==> src/rtl/mem_arbiter.sv <==
//------------------------------------------------------------------------------
// mem_arbiter
//   Shares one single-port synchronous RAM between the core load/store port
//   and the host bridge port. One access is in flight at a time. The FSM goes
//   IDLE -> ISSUE -> (WAIT) -> ACK. It returns read data with a one-cycle ack
//   and stalls the core while the core's request is pending.
//
//   Parameters:
//     ADDR_W        byte-address width of requester ports and mem_addr
//     READ_LATENCY  cycles from the mem_en cycle to valid mem_rdata (1..4)
//
//   Ports:
//     clk, reset                      rising-edge clock, sync active-high reset
//     core_req/we/addr/wdata/be       core request, payload held until core_ack
//     core_ack, core_rdata            one-cycle completion pulse, held read data
//     core_stall                      core_req & ~core_ack
//     host_req/we/addr/wdata/be       host request, same rules as core
//     host_ack, host_rdata            host completion pulse and read data
//     mem_en/we/addr/wdata/be         RAM strobe and registered payload
//     mem_rdata                       RAM read data
//
//   Build option:
//     MEM_ARBITER_HOST_PRIORITY_EN    when defined, host_req always wins (strict
//                                     priority). Otherwise arbitration is
//                                     round-robin.
//------------------------------------------------------------------------------
`timescale 1ns/1ps

module mem_arbiter #(
  parameter int unsigned ADDR_W       = 32,
  parameter int unsigned READ_LATENCY = 1
) (
  input  logic              clk,
  input  logic              reset,

  input  logic              core_req,
  input  logic              core_we,
  input  logic [ADDR_W-1:0] core_addr,
  input  logic [31:0]       core_wdata,
  input  logic [3:0]        core_be,
  output logic              core_ack,
  output logic [31:0]       core_rdata,
  output logic              core_stall,

  input  logic              host_req,
  input  logic              host_we,
  input  logic [ADDR_W-1:0] host_addr,
  input  logic [31:0]       host_wdata,
  input  logic [3:0]        host_be,
  output logic              host_ack,
  output logic [31:0]       host_rdata,

  output logic              mem_en,
  output logic              mem_we,
  output logic [ADDR_W-1:0] mem_addr,
  output logic [31:0]       mem_wdata,
  output logic [3:0]        mem_be,
  input  logic [31:0]       mem_rdata
);

  typedef enum logic [1:0] {
    IDLE,
    ISSUE,
    WAIT,
    ACK
  } state_t;

  localparam logic [1:0] WAIT_LOAD = 2'(READ_LATENCY - 1);

  state_t     state;
  logic       sel_host;   // winner of the transaction in flight
  logic [1:0] wait_cnt;
  logic       pick_host;  // arbitration result for the current IDLE cycle

`ifdef MEM_ARBITER_HOST_PRIORITY_EN
  assign pick_host = host_req;
`else
  logic last_host;        // last completed grant went to the host

  // The host wins alone, or on a tie when the core was served last.
  assign pick_host = host_req & (~core_req | ~last_host);
`endif

  assign core_stall = core_req & ~core_ack;

  always_ff @(posedge clk) begin
    if (reset) begin
      state      <= IDLE;
      sel_host   <= 1'b0;
      wait_cnt   <= '0;
      mem_en     <= 1'b0;
      mem_we     <= 1'b0;
      mem_addr   <= '0;
      mem_wdata  <= '0;
      mem_be     <= '0;
      core_ack   <= 1'b0;
      host_ack   <= 1'b0;
      core_rdata <= '0;
      host_rdata <= '0;
`ifndef MEM_ARBITER_HOST_PRIORITY_EN
      last_host  <= 1'b1;
`endif
    end else begin
      // Strobes are single-cycle; they are raised only on the transition
      // into the state that owns them.
      mem_en   <= 1'b0;
      core_ack <= 1'b0;
      host_ack <= 1'b0;

      case (state)
        IDLE: begin
          if (core_req || host_req) begin
            sel_host  <= pick_host;
            mem_we    <= pick_host ? host_we    : core_we;
            mem_addr  <= pick_host ? host_addr  : core_addr;
            mem_wdata <= pick_host ? host_wdata : core_wdata;
            mem_be    <= pick_host ? host_be    : core_be;
            mem_en    <= 1'b1;
            state     <= ISSUE;
          end
        end

        ISSUE: begin
          if (mem_we) begin
            core_ack <= ~sel_host;
            host_ack <= sel_host;
            state    <= ACK;
          end else begin
            wait_cnt <= WAIT_LOAD;
            state    <= WAIT;
          end
        end

        WAIT: begin
          if (wait_cnt == '0) begin
            if (sel_host) begin
              host_rdata <= mem_rdata;
            end else begin
              core_rdata <= mem_rdata;
            end
            core_ack <= ~sel_host;
            host_ack <= sel_host;
            state    <= ACK;
          end else begin
            wait_cnt <= wait_cnt - 2'd1;
          end
        end

        ACK: begin
`ifndef MEM_ARBITER_HOST_PRIORITY_EN
          last_host <= sel_host;
`endif
          state <= IDLE;
        end

        default: state <= IDLE;
      endcase
    end
  end

endmodule

==> config.mk <==
export PLATFORM = sky130hd
export DESIGN_NAME = mem_arbiter
export DESIGN_NICKNAME = d
export VERILOG_FILES = /design/src/rtl/mem_arbiter.sv
export SDC_FILE = /design/constraint.sdc
export NUM_CORES = 1
export LEC_CHECK = 0
export ABC_CLOCK_PERIOD_IN_PS = 1300
export CORE_MARGIN = 3
export CORE_UTILIZATION = 25
export DETAILED_ROUTE_END_ITERATION = 6
export DONT_BUFFER_PORTS = 1
export PLACE_DENSITY = 0.48
export SYNTH_ARGS = -nofsm -noshare
export SYNTH_HDL_FRONTEND = slang
export SYNTH_SLANG_ARGS = --single-unit
==> constraint.sdc <==
create_clock -name clk -period 1.3 [get_ports clk]
set_input_delay 0.13 -clock clk [delete_from_list [all_inputs] [get_ports clk]]
set_output_delay 0.13 -clock clk [all_outputs]
set_load 0.005 [all_outputs]
==> impl_metrics.py, run 1 <==
metrics = {
    "outcome": {
        "run_status": "complete, but fails checks",
        "violations": "hold timing, setup timing",
    },
    "floorplan": {
        "die_w_um": 155,
        "start_util_pct": 25.9,
        "io_pins": 311,
        "die-area_um2": 24100,
        "core_area_um2": 21500,
        "fp.dieH_um": 155,
        "fp-row-count": 53,
    },
    "cts": {
        "cts-root-buf": "clkbuf_16",
        "numCtsBuffers": 17,
        "cts_max_path_buffers": 2,
        "clk_pin_slew_worst_paths_ns": 0.07,
        "htree_levels": 4,
        "worstSkewPairLatency_ns": 0.42,
        "ctsHoldBuffers": 138,
        "clock_sinks": 142,
        "cts_tree": "yes",
    },
    "logic_synthesis": {
        "synth_edf_count": 0,
        "synth-seq-cells": 142,
        "seq_area_frac_synth_pct": 51.0,
        "synth-async-reset-ratio_pct": 0,
        "ys_types": 33,
        "syn-cell-area_um2": 5570,
        "yosys_warnings": 0,
        "syn_inst": 718,
        "synth.net_count": 900,
        "ys.flop_type": "dfxtp_1",
        "syn_avg_cell_area_um2": 7.76,
    },
    "drt": {
        "wl_met1_mm": 8.69,
        "drt_iter0_drc": 346,
        "drcViolationCount": 0,
        "viasPerCell": 5.03,
        "drtAntennaViolNets": 0,
        "highest_layer": "met4",
        "met2_length_mm": 10.7,
        "wire_per_inst_um": 19.1,
        "drt-pass1-iter-count": 5,
        "wl_met3_mm": 2.19,
        "routed_wl_mm": 21.9,
        "route.vias.total": 5786,
    },
    "power": {
        "irDropWorstVdd_mv": 0.859,
        "pwr_density_cell_nw_per_um2": 1940,
        "p_leak_nw": 3.26,
    },
    "placement": {
        "gp_congestion": 0.761,
        "port-buffer-count": 0,
        "place_inst": 965,
        "hpwl_mm": 12.3,
        "placed_area_um2": 6020,
    },
    "timing": {
        "fin_tns_setup_ns": -6.47,
        "maxSlewViolCount": 0,
        "final_hold_viol_count": 67,
        "clock.fmax_mhz": 715,
        "finClkSkew_ns": 0.00944,
        "setup_viol": 136,
        "min_period_ns": 1.40,
        "layout_worst_path_cycle_share_pct": 108,
        "fin_ws_ns": -0.0977,
        "rsz0062_at_grt": "true",
        "whs_ns": -0.224,
        "worstMarginPinSlew_ns": 0.469,
        "slew_headroom_pct": 68.6,
    },
    "hold_path": {
        "hold_end": "host_rdata[30]$_SDFFE_PP0P_",
        "min_from": "reset",
        "hold_depth": 1,
        "hp-class": "primary input to flip-flop",
    },
    "setup_path": {
        "cp_max_fo": 11,
        "reg2regPathDepth": 6,
        "r2r-end": "mem_addr[14]$_SDFFE_PP0P_",
        "worstPathArrival_ns": 1.74,
        "end_kind": "flip-flop",
        "critPathLaunchType": "flip-flop",
        "critical_path_class": "flip-flop to flip-flop",
        "cp_data_required_time_ns": 1.64,
        "r2r-start": "state[1]$_SDFFE_PP0P_",
        "r2r_slack_ns": -0.1,
    },
    "layout": {
        "syn_to_final_growth_pct": 55.0,
        "antenna_cells": 0,
        "final_common_cell": "nand2_1",
        "fin_nets": 1044,
        "drive_gt1_share_pct": 19.7,
        "utilization_pct": 40.2,
        "fin_area_um2": 8640,
        "final_cell_mix": "180 x nand2_1, 164 x a21oi_1, 138 x dlygate4sd3_1, 137 x dfxtp_1, 46 x o21ai_1",
        "final_cells": 1150,
    },
    "flow_run": {
        "cap_violations": 0,
    },
    "grt": {
        "grt_max_degree": 69,
        "grt_pass1_vias": 5830,
        "grtUsageTotal_pct": 16.7,
        "grt_antenna_before_repair": 0,
        "grt_pass1_wl_mm": 32.0,
        "overflow": 0,
    },
}
[Yosys cell counts (all sizes together) (2+ instances only)]
library cell	instances	area, um^2
a21oi	202	1010
nand2	201	754
dfxtp	142	2840
o21ai	70	354
clkbuf	31	116
buf	28	149
ha	8	100
inv	5	18.8
mux2i	3	30.0
nor2	3	11.3
and2	2	12.5
nand3	2	10.0
nand3b	2	15.0
nor3	2	10.0
o311ai	2	17.5
o41ai	2	17.5
[worst max path at each step]
| stage | start | slack (ns) | cells past startpoint | to |
|---|---|---|---|---|
| after floorplan | state[0]$_SDFFE_PP0P_ | -0.03 | 5 | state[0]$_SDFFE_PP0P_ |
| after global routing | state[1]$_SDFFE_PP0P_ | -0.16 | 6 | mem_addr[16]$_SDFFE_PP0P_ |
| final | state[1]$_SDFFE_PP0P_ | -0.1 | 6 | mem_addr[14]$_SDFFE_PP0P_ |
| after detailed placement | state[0]$_SDFFE_PP0P_ | -0.1 | 5 | state[0]$_SDFFE_PP0P_ |
| after CTS | state[0]$_SDFFE_PP0P_ | -0.07 | 7 | core_rdata[12]$_SDFFE_PP0P_ |
| after global placement | state[0]$_SDFFE_PP0P_ | -0.10 | 5 | state[0]$_SDFFE_PP0P_ |
[critical path, cell delays in order (launching register included)]
cell and delay [ns]:
dfxtp_4 0.37, inv_4 0.07, ha_4 0.16, o21a_4 0.28
buf_6 0.19, o21ai_0 0.10, a21oi_1 0.15
[power breakdown]
part / internal [W] / switching [W]
registers: 0.00551 / 0.00105
clock network: 0.00275 / 0.00224
logic: 0.00244 / 0.00280
[per-stage QoR]
step | hold slack (ns) | power (W) | setup slack (ns)
4_1_cts | -0.252 | 0.0163 | -0.0681
6_report | -0.224 | 0.0168 | -0.0977
5_1_grt | -0.263 | 0.0178 | -0.161
3_3_place_gp | 0.205 | 0.0101 | -0.101
3_5_place_dp | 0.207 | 0.0101 | -0.0963
2_1_floorplan | 0.264 | 0.00867 | -0.0255
[timing repair]
action | in CTS | in global routing
setup endpoints to repair | 138 | 139
buffers inserted | 6 | 0
cloned | 6 | 5
resized for setup | 49 | 103
hold endpoints to repair | 136 | 67
pin swaps | 32 | 12
[kinds of logic after synthesis]
family                     synth area share, %
AOI/OAI and AO/OA                         26.1
and+or+nand+nor                           15.5
DFF                                       51.0
buffers and inverters                     5.10
adders and majority gates                 1.80
muxes                                    0.539
[layer usage]
metal | GRT usage [%] | up-vias
li1 | - | 2725
met5 | 0 | -
met4 | 5.63 | 0
met2 | 27.9 | 309
met3 | 6.34 | 33
met1 | 19.8 | 2719
[area by class of cell]
class	instances	area, um^2
fill	2125	12800
multi-input combinational	512	2790
clock inverter	15	164
tap	275	344
sequential	142	2850
timing repair buffer	184	2030
inverter	5	26.3
clock buffer	17	425
[sequential cells by signal, indices dropped and copies added, names as in the netlist]
signal,cells
mem_wdata,32
mem_addr,32
last_host,1
mem_en,1
wait_cnt,2
host_rdata,32
mem_we,1
mem_be,4
core_rdata,32
sel_host,1
host_ack,1
state,2
core_ack,1
No activity file was read; power rests on OpenSTA's default activity.
==> run 2: changes to the inputs <==
- PLACE_DENSITY: 0.48 -> not set
==> run 2 against run 1 <==
  * The flow still finishes with violations (hold timing, setup timing)
  * Register-to-register slack got worse by 0.03 ns
  * Core utilization increased by 3.5 points
  * Sequential share of layout area decreased by 2.7 points
  * Critical path type unchanged
  * Largest power group unchanged
==> impl_metrics.py, run 2 (synthesis gave the netlist of run 1 again) <==
metrics = {
    "timing": {
        "fin_ws_ns": -0.130,
        "rsz0062_at_grt": "true",
        "final_hold_viol_count": 67,
        "min_period_ns": 1.43,
        "whs_ns": -0.228,
        "finClkSkew_ns": 0.00873,
        "maxSlewViolCount": 0,
        "worstMarginPinSlew_ns": 0.524,
        "fin_tns_setup_ns": -5.96,
        "clock.fmax_mhz": 699,
        "layout_worst_path_cycle_share_pct": 110,
        "slew_headroom_pct": 65.0,
        "setup_viol": 118,
    },
    "layout": {
        "final_cell_mix": "152 x nand2_1, 140 x dfxtp_1, 140 x dlygate4sd3_1, 128 x a21oi_1, 74 x a21oi_2",
        "final_common_cell": "nand2_1",
        "drive_gt1_share_pct": 30.3,
        "nFillCells": 1991,
        "multi_input_area_um2": 3320,
        "fin_nets": 1058,
        "syn_to_final_growth_pct": 68.3,
        "utilization_pct": 43.7,
        "ff_latch_area_um2": 2850,
        "final_cells": 1165,
    },
    "cts": {
        "numCtsBuffers": 17,
        "cts_max_path_buffers": 2,
        "ctsHoldBuffers": 140,
        "clk_pin_slew_worst_paths_ns": 0.07,
        "htree_levels": 4,
        "clock_sinks": 142,
        "cts-root-buf": "clkbuf_16",
        "cts_tree": "yes",
        "worstSkewPairLatency_ns": 0.42,
    },
    "grt": {
        "grt_max_degree": 71,
        "grtUsageTotal_pct": 16.6,
        "overflow": 0,
        "grt_pass1_wl_mm": 31.9,
        "grt_antenna_before_repair": 1,
        "grt_pass1_vias": 5981,
    },
    "outcome": {
        "run_status": "complete, but fails checks",
        "violations": "hold timing, setup timing",
    },
    "power": {
        "p_leak_nw": 3.69,
        "pwr_density_cell_nw_per_um2": 1900,
        "irDropWorstVdd_mv": 1.01,
    },
    "floorplan": {
        "die-area_um2": 24100,
        "die_w_um": 155,
        "fp-row-count": 53,
        "core_area_um2": 21500,
        "start_util_pct": 25.9,
        "fp.dieH_um": 155,
        "io_pins": 311,
    },
    "placement": {
        "place_inst": 967,
        "port-buffer-count": 0,
        "hpwl_mm": 12.1,
        "gp_congestion": 0.778,
    },
    "drt": {
        "drt-pass1-iter-count": 5,
        "wire_per_inst_um": 20.7,
        "route.vias.total": 6083,
        "viasPerCell": 5.22,
        "drtAntennaViolNets": 0,
        "routed_wl_mm": 24.1,
        "drt_iter0_drc": 478,
        "drcViolationCount": 0,
    },
    "hold_path": {
        "hp-class": "primary input to flip-flop",
    },
    "setup_path": {
        "critPathLaunchType": "flip-flop",
        "worstPathArrival_ns": 1.73,
        "cp_data_required_time_ns": 1.60,
        "critical_path_class": "flip-flop to flip-flop",
        "end_kind": "flip-flop",
        "cp_max_fo": 8,
    },
    "flow_run": {
        "cap_violations": 0,
    },
}
[run 2: cell types whose count changed in the layout (fill, tap and decap cells not counted), moves of 9 or more]
| cell | delta |
|---|---|
| a21oi_1 | -36 |
| a21oi_2 | +36 |
| nand2_4 | +34 |
| nand2_1 | -28 |
| o21ai_2 | +18 |
| o21ai_1 | -15 |
| o21ai_0 | -9 |
[run 2: metal layers]
metal	wire, um	GRT usage [%]
met2	11900	27.7
met1	8870	18.7
met4	732	7.09
met5	0	0
met3	2660	6.84
[run 2: repair_timing]
action                     in CTS  in global routing
setup endpoints to repair     135                137
hold endpoints to repair      137                 67
resized for setup               9                274
buffers inserted                0                  6
gates cloned                    1                 18
pin swaps                       3                110
[run 2: where the power goes]
group          internal (W)  switching [W]  total [W]  leakage, nW
Combinational       0.00312        0.00335    0.00647         2.26
Clock               0.00251        0.00217    0.00468        0.267
Sequential          0.00551        0.00113    0.00663         1.17
[run 2: layout make-up]
class,count,area share (%)
inverter,5,0.280
timing repair buffer,198,24.4
sequential,142,30.4
clock buffer,17,4.53
antenna,1,0.0267
clock inverter,15,1.36
multi-input combinational,512,35.4
tap,275,3.67
[run 2: worst paths after layout]
kind / cells past startpoint / slack, ns / from / to
setup / recovery: 7 / -0.13 / state[1]$_SDFFE_PP0P_ / mem_be[0]$_SDFFE_PP0P_
hold / removal: 1 / -0.23 / reset / host_rdata[9]$_SDFFE_PP0P_
hold reg to reg: 2 / 0.47 / core_rdata[6]$_SDFFE_PP0P_ / core_rdata[6]$_SDFFE_PP0P_
setup reg to reg: 7 / -0.13 / state[1]$_SDFFE_PP0P_ / mem_be[0]$_SDFFE_PP0P_
[run 2: critical path, cell delays in order (launching register included)]
cell and delay (ns):
dfxtp_4 0.39, inv_4 0.05, ha_4 0.17, o21a_4 0.14
buf_12 0.14, clkbuf_16 0.16, o21ai_0 0.18, a21oi_1 0.07
[run 2: per-stage QoR]
stage	setup WS, ns	area [um^2]	total power (W)
finish	-0.130	9380	0.0178
global route	-0.162	9380	0.0187
global placement	-0.0869	6060	0.0100
CTS	-0.0796	8070	0.0154
floorplan	-0.0255	5580	0.00867
detailed placement	-0.0964	6060	0.0101
==> run 3: changes to the inputs <==
- ABC_CLOCK_PERIOD_IN_PS: 1300 -> 1800
- BUFFER_PORTS_ARGS: not set -> -buffer_cell sky130_fd_sc_hd__buf_2
- CORE_UTILIZATION: 25 -> 40
- DONT_BUFFER_PORTS: 1 -> not set
- PLACE_DENSITY: not set -> 0.73
- clock period: 1.3 -> 1.8 ns (I/O delays scaled with it)
==> run 3 against run 2 <==
  * The flow now finishes without violations
  * Clock power down 31%
  * Sequential share of layout area up 2.0 points
  * Clock skew down 0.0015 ns
  * Sequential power down 34%
  * Combinational power down 43%
  * Count of clock-buffer cells in the layout up 2
  * Largest cell class is now sequential cells
  * Fmax down 12%
  * Cell count up 10%
  * Global-route usage up 8.0 points
==> impl_metrics.py, run 3 (synthesis gave the netlist of run 1 again) <==
metrics = {
    "setup_path": {
        "reg2regPathDepth": 6,
        "critical_path.cell_chain": "inv_1 -> ha_1 -> o21a_4 -> buf_4 -> o21ai_0 -> a21oi_1",
        "cp_max_fo": 14,
        "cp_data_required_time_ns": 2.09,
        "worstPathArrival_ns": 1.91,
        "path_delay_family": "compound AO/OA/AOI/OAI gates",
        "r2r-start": "state[1]$_SDFFE_PP0P_",
        "critPathLaunchType": "flip-flop",
        "path_buf_inv": 2,
        "r2r-end": "mem_wdata[26]$_SDFFE_PP0P_",
        "r2r_slack_ns": 0.18,
        "cpMaxStageDelayCell": "dfxtp_1",
        "max_stage_delay_ns": 0.42,
        "end_kind": "flip-flop",
        "cp-startpoint": "state[1]$_SDFFE_PP0P_",
        "critical_path_class": "flip-flop to flip-flop",
    },
    "cts": {
        "htree_levels": 4,
        "cts_tree": "yes",
        "numCtsBuffers": 17,
        "clock_sinks": 142,
        "cts_max_path_buffers": 2,
        "clk_pin_slew_worst_paths_ns": 0.06,
        "worstSkewPairLatency_ns": 0.41,
        "cts-root-buf": "clkbuf_16",
    },
    "timing": {
        "maxSlewViolCount": 0,
        "rsz0062_at_grt": "false",
        "layout_worst_path_cycle_share_pct": 89.9,
        "worstMarginPinSlew_ns": 0.689,
        "min_period_ns": 1.62,
        "fin_tns_setup_ns": 0,
        "final_hold_viol_count": 0,
        "finClkSkew_ns": 0.00719,
        "whs_ns": 0.0287,
        "setup_viol": 0,
        "slew_headroom_pct": 54.1,
        "clock.fmax_mhz": 618,
    },
    "floorplan": {
        "start_util_pct": 41.4,
        "fp-row-count": 42,
        "die_w_um": 124,
        "core_area_um2": 13500,
        "die-area_um2": 15400,
        "fp.dieH_um": 124,
        "io_pins": 311,
    },
    "hold_path": {
        "min_from": "core_addr[7]",
        "hold_depth": 3,
        "hp-class": "primary input to flip-flop",
        "hold_end": "mem_addr[7]$_SDFFE_PP0P_",
    },
    "power": {
        "irDropWorstVdd_mv": 0.667,
        "pwr-share-clk_pct": 28.7,
        "switching_power_w": 0.00385,
        "p_leak_nw": 4.14,
        "pwr_density_cell_nw_per_um2": 1290,
        "p_seq_share_pct": 38.5,
        "p_sw_share_pct": 34.0,
        "pwr-share-comb_pct": 32.7,
        "p_int_w": 0.00748,
    },
    "drt": {
        "viasPerCell": 5.14,
        "drt_iter0_drc": 496,
        "route.vias.total": 6603,
        "drt-pass1-iter-count": 5,
        "wire_per_inst_um": 15.5,
        "drcViolationCount": 0,
        "drtAntennaViolNets": 0,
        "routed_wl_mm": 19.9,
    },
    "flow_run": {
        "cap_violations": 0,
    },
    "layout": {
        "final_common_cell": "buf_2",
        "final_cell_mix": "310 x buf_2, 202 x a21oi_1, 201 x nand2_1, 142 x dfxtp_1, 92 x dlygate4sd3_1",
        "drive_gt1_share_pct": 32.6,
        "utilization_pct": 65.2,
        "syn_to_final_growth_pct": 57.4,
        "antenna_cells": 0,
        "nFillCells": 1131,
        "multi_input_area_um2": 2470,
        "ff_latch_area_um2": 2840,
        "fin_nets": 1277,
    },
    "grt": {
        "grt_antenna_before_repair": 0,
        "overflow": 0,
        "grt_max_degree": 68,
        "grt_pass1_wl_mm": 29.8,
        "grtUsageTotal_pct": 24.6,
        "grt_pass1_vias": 6074,
    },
    "placement": {
        "port-buffer-count": 310,
        "gp_congestion": 0.829,
        "hpwl_mm": 12.8,
    },
    "outcome": {
        "run_status": "finished, final reports clean",
    },
}
[run 3: cell types whose count changed in the layout (fill, tap and decap cells not counted), moves of 7 or more]
| cell | previous run | this run |
|---|---|---|
| buf_4 | 23 | 8 |
| buf_12 | 15 | 7 |
| nand2_2 | 11 | 0 |
| a21oi_2 | 74 | 0 |
| dlygate4sd3_1 | 140 | 92 |
| clkbuf_16 | 29 | 17 |
| o21ai_0 | 7 | 64 |
| o21ai_4 | 8 | 1 |
| nand2_4 | 38 | 0 |
| nand2_1 | 152 | 201 |
| a21oi_1 | 128 | 202 |
| o21ai_1 | 31 | 5 |
| buf_2 | 0 | 310 |
| o21ai_2 | 24 | 0 |
[run 3: routing by layer]
| layer | wire length [um] | global-route usage, % | vias up |
|---|---|---|---|
| li1 | - | - | 3179 |
| met1 | 7660 | 28.9 | 2982 |
| met2 | 9480 | 39.3 | 373 |
| met3 | 1760 | 7.40 | 69 |
| met4 | 1040 | 15.1 | 0 |
| met5 | 0 | 0 | - |
[run 3: power by group through the flow]
stage                     sequential (W)  clock (W)  combinational (W)
after floorplan                  0.00447          0            0.00176
after global placement           0.00441          0            0.00345
after global routing             0.00446    0.00347            0.00410
after CTS                        0.00436    0.00334            0.00366
final                            0.00436    0.00325            0.00371
after detailed placement         0.00441          0            0.00348
[run 3: worst register-to-register path, cell delays in order, from the launching register on]
cell	delay, ns
dfxtp_1	0.42
inv_1	0.11
ha_1	0.27
o21a_4	0.20
buf_4	0.20
o21ai_0	0.22
a21oi_1	0.09
[run 3: layout make-up]
| cell class | count | share of cell area (%) |
|---|---|---|
| clock buffer | 19 | 4.93 |
| clock inverter | 13 | 1.35 |
| inverter | 5 | 0.214 |
| multi-input combinational | 512 | 28.1 |
| sequential | 142 | 32.4 |
| tap | 176 | 2.51 |
| timing repair buffer | 417 | 30.5 |
[run 3: how the worst max path moves through the flow]
stage,endpoint,cells after the start
final,mem_wdata[26]$_SDFFE_PP0P_,6
after global routing,host_rdata[22]$_SDFFE_PP0P_,6
after CTS,mem_addr[1]$_SDFFE_PP0P_,6
after detailed placement,mem_addr[1]$_SDFFE_PP0P_,6
after global placement,mem_wdata[7]$_SDFFE_PP0P_,6
after floorplan,mem_addr[23]$_SDFFE_PP0P_,7
[run 3: repair_timing]
action | in CTS | in global routing
hold buffers | 92 | 0
hold endpoints to repair | 111 | 0
setup buffers | 0 | 0
resized for setup | 0 | 1
setup endpoints to repair | 0 | 4
[run 3: stage by stage]
stage | std cells | setup WS, ns | cell area, um^2 | power, W
2_1_floorplan | 718 | 0.365 | 5570 | 0.00623
3_3_place_gp | 1160 | 0.226 | 7290 | 0.00785
3_5_place_dp | 1160 | 0.162 | 7290 | 0.00789
4_1_cts | 1284 | 0.157 | 8770 | 0.0114
5_1_grt | 1284 | 0.0210 | 8770 | 0.0120
6_report | 1284 | 0.182 | 8770 | 0.0113
